===== src/rtl/full_adder.sv =====
`default_nettype none
// +--------------------------------------------------------------------------+
// | Module      : full_adder                                                 |
// | Description : Registered WIDTH-bit ripple-carry adder {Cout,Sum}=A+B+Cin. |
// |               Define FULL_ADDER_OVF_EN to add the registered Ovf output.  |
// | Revision    : 1.0 - initial release                                      |
// +--------------------------------------------------------------------------+
module full_adder #(
  parameter int WIDTH = 1
) (
  input  logic             clk,
  input  logic             rst_n,
  input  logic             in_valid,
  input  logic [WIDTH-1:0] A,
  input  logic [WIDTH-1:0] B,
  input  logic             Cin,
  output logic [WIDTH-1:0] Sum,
  output logic             Cout,
  output logic             out_valid
`ifdef FULL_ADDER_OVF_EN
  ,
  output logic             Ovf
`endif
);

  logic [WIDTH:0]   w_c;
  logic [WIDTH-1:0] w_s;
  logic [WIDTH-1:0] r_sum;
  logic             r_cout;
  logic             r_out_valid;

  assign w_c[0] = Cin;

  for (genvar i = 0; i < WIDTH; i++) begin : g_cell
    assign w_s[i]   = A[i] ^ B[i] ^ w_c[i];
    assign w_c[i+1] = (A[i] & B[i]) | (A[i] & w_c[i]) | (B[i] & w_c[i]);
  end

  // Registers only load on in_valid, so undriven operands while idle never reach the outputs.
  always_ff @(posedge clk or negedge rst_n) begin
    if (!rst_n) begin
      r_sum       <= '0;
      r_cout      <= 1'b0;
      r_out_valid <= 1'b0;
    end else begin
      r_out_valid <= in_valid;
      if (in_valid) begin
        r_sum  <= w_s;
        r_cout <= w_c[WIDTH];
      end
    end
  end

  assign Sum       = r_sum;
  assign Cout      = r_cout;
  assign out_valid = r_out_valid;

`ifdef FULL_ADDER_OVF_EN
  logic r_ovf;

  // For WIDTH=1 the chain's c[0] is Cin, which is exactly the carry into the sign bit.
  always_ff @(posedge clk or negedge rst_n) begin
    if (!rst_n) begin
      r_ovf <= 1'b0;
    end else if (in_valid) begin
      r_ovf <= w_c[WIDTH] ^ w_c[WIDTH-1];
    end
  end

  assign Ovf = r_ovf;
`endif

endmodule
`default_nettype wire


===== config.mk =====
export PLATFORM = sky130hd
export DESIGN_NAME = full_adder
export DESIGN_NICKNAME = d
export VERILOG_FILES = /design/src/rtl/full_adder.sv
export SDC_FILE = /design/constraint.sdc
export NUM_CORES = 1
export LEC_CHECK = 0
export ABC_AREA = 1
export BUFFER_PORTS_ARGS = -buffer_cell sky130_fd_sc_hd__buf_4
export CAP_MARGIN = 20
export CORE_AREA = 2 2 39 41
export CTS_CLUSTER_SIZE = 40
export DETAILED_ROUTE_END_ITERATION = 8
export DIE_AREA = 0 0 41 43
export SETUP_SLACK_MARGIN = 0.3
export SYNTH_ARGS = -nofsm -noshare
export SYNTH_HDL_FRONTEND = slang
export SYNTH_SLANG_ARGS = --single-unit

===== constraint.sdc =====
create_clock -name clk -period 0.8 [get_ports clk]
set_input_delay 0.04 -clock clk [delete_from_list [all_inputs] [get_ports clk]]
set_output_delay 0.04 -clock clk [all_outputs]
set_load 0.005 [all_outputs]

==> metrics.md <==
| Metric | Value |
|---|---|
| RePlAce Congestion | `0.548` |
| Final worst path period need | `0.777 ns` |
| Final Max Tran Viols | `0` |
| Slowest cell on the critical path | `dfrtp_1` |
| Layout fillers | `156` |
| Pwr dens | `2030 nW/um2` |
| CP arrival | `0.74 ns` |
| Cell leakage power | `0.135 nW` |
| Fmax | `1.29 GHz` |
| Largest net degree at the start of global routing | `5` |
| Clock Pin Slew Worst Setup and Hold Paths | `0.03 ns` |
| CP Capture Type | `primary output` |
| Sequential share of the synthesized area | `61.9%` |
| CTS root buf | `clkbuf_4` |
| CTS H-tree depth | `1` |
| Min Hold Slack | `-0.0560 ns` |
| Antenna Cells | `0` |
| RSZ-0062 raised after global routing | `yes` |
| Initial Utilization | `8.77%` |
| Critical path class | `flop to primary output` |
| Post-route ant nets | `0` |
| Max-cap violations | `0` |
| Dpl cell area | `201 um2` |
| Worst skew pair latency | `0.23 ns` |
| Layout cell share with drive strength beyond 1 | `52.0%` |
| Family with the most delay on the worst path | `flip-flops` |
| Die ar. | `1760 um2` |
| Reg area | `75.1 um2` |
| Global route total overflow | `0` |
| CP Buf/Inv Count | `1` |
| Vias per cell | `2.83` |
| Final Hold Viols | `1` |
| Number of port buffers | `8` |
| Wire length per cell | `6.71 um` |
| Synth cell types | `4` |
| Syn Nets | `18` |
| Routed wire length | `275 um` |
| Cell Count, Final, Fillers Out | `41` |
| Clock net sink count | `3` |
| First-pass GRT wire length | `365 um` |
| Pre-antenna DRT Iters | `2` |
| Area grow syn2layout | `120%` |
| Syn Area/Cell | `11.0 um2` |
| Area occupied by multi-input gates | `45.0 um2` |
| Critical Path Max Stage Delay | `0.39 ns` |
| Core Area | `1380 um2` |
| Dpl cells | `35` |
| Die width | `41 um` |
| Post-synthesis cell area | `121 um2` |
| Final setup violation count | `0` |
| Skew final | `0 ns` |
| Status | `finished with violations` |
| Largest fanout on the critical path | `2` |
| DRC | `0` |
| Total GRT Usage | `4.43%` |
| CP Launch Type | `flop` |
| Post-route cell area | `267 um2` |
| CP cell instances | `buf_6` |
| Failing checks | `negative hold slack` |
| CTS tree | `yes` |
| I/O Pins | `9` |
| Number of DRC markers in iteration 0 | `3` |
| Slew at the pin closest to its max-slew limit | `0.105 ns` |
| Antenna violations before repair | `0` |
| Post-CTS Hold Buffers | `1` |
| Vias in the first global route | `108` |
| Tightest Hold Check Type | `input port to flop` |
| Part of the cycle the worst path needs | `97.1%` |
| Row count | `14` |
| Die height | `43 um` |
| Worst path required time | `0.76 ns` |
| CTS Buffer Depth | `2` |
| Yosys reg bits | `3` |
| Post-Syn Instances | `11` |
| Yosys Warn Count | `0` |
| Most frequent cells in the layout | `nand2_1, buf_6, buf_4` |
| Nets | `33` |
| Slew headroom | `93.0%` |
| Peak VDD IR | `0.328 mV` |
| TritonCTS Buffers | `3` |
| Via count | `116` |
-- Yosys cell counts, drive strengths merged --
| master | count | share of area, % |
|---|---|---|
| nand2 | 6 | 19 |
| fa | 1 | 16 |
| dfrtp | 3 | 62 |
| inv | 1 | 3.1 |
-- timing repair --
item,in CTS,in global routing
resized for setup,2,4
setup endpoints to repair,5,5
setup buffers,1,0
pin swaps,0,6
endpoints found under the hold margin,4,1
-- state kept, by name, summed over array words and instances, names as in the netlist --
name / cells
Cout: 1
Sum: 1
out_valid: 1
-- through the flow --
stage	utilization (%)	setup TNS (ns)	hold WS, ns	setup WS, ns	power (mW)
after floorplan	-	0	-0.256	0.0953	0.197
after global placement	14.6	-0.0682	-0.170	-0.0576	0.250
after detailed placement	14.6	-0.0748	-0.168	-0.0546	0.252
after CTS	18.3	0	-0.0662	0.0239	0.547
after global routing	19.3	-0.00247	-0.0662	-0.00247	0.591
final	19.3	0	-0.0560	0.0231	0.542
-- where the power goes --
| part | switching [mW] | internal [mW] |
|---|---|---|
| registers | 0.0103 | 0.169 |
| clock network | 0.0751 | 0.187 |
| logic | 0.0326 | 0.0685 |
-- cell families after synthesis --
family	count (synthesis)	share of synthesized area, %
buffers and inverters	1	3.09
flip-flops	3	61.9
AND/OR/NAND/NOR	6	18.6
adder cells (fa/ha/maj)	1	16.5
-- per-layer routing --
metal | track usage [%] | wire, um | vias to the layer above
met3 | 1.57 | 39 | 0
met4 | 12.0 | 0 | 0
met1 | 3.56 | 117 | 46
li1 | - | - | 60
met2 | 3.75 | 118 | 10
met5 | 0 | 0 | -
-- path summary, 6_finish.rpt --
check                                  from                  end  slack (ns)  depth (start not counted)
max                        Cout$_DFFE_PN0P_                 Cout        0.02                          1
min                                in_valid  out_valid$_DFF_PN0_       -0.06                          1
max reg2reg                Cout$_DFFE_PN0P_     Cout$_DFFE_PN0P_        0.10                          3
min reg2reg                 Sum$_DFFE_PN0P_      Sum$_DFFE_PN0P_        0.50                          2
max in group asynchronous             rst_n  out_valid$_DFF_PN0_        0.57                          2
min in group asynchronous             rst_n      Sum$_DFFE_PN0P_        0.13                          2
-- cell type report --
type,instances,share of cell area [%]
Multi-Input combinational cell,7,16.9
Clock buffer,4,9.86
Tap cell,16,7.51
Sequential cell,3,28.2
Timing Repair Buffer,10,36.2
Inverter,1,1.41
Power figures use the tool's default switching activity.
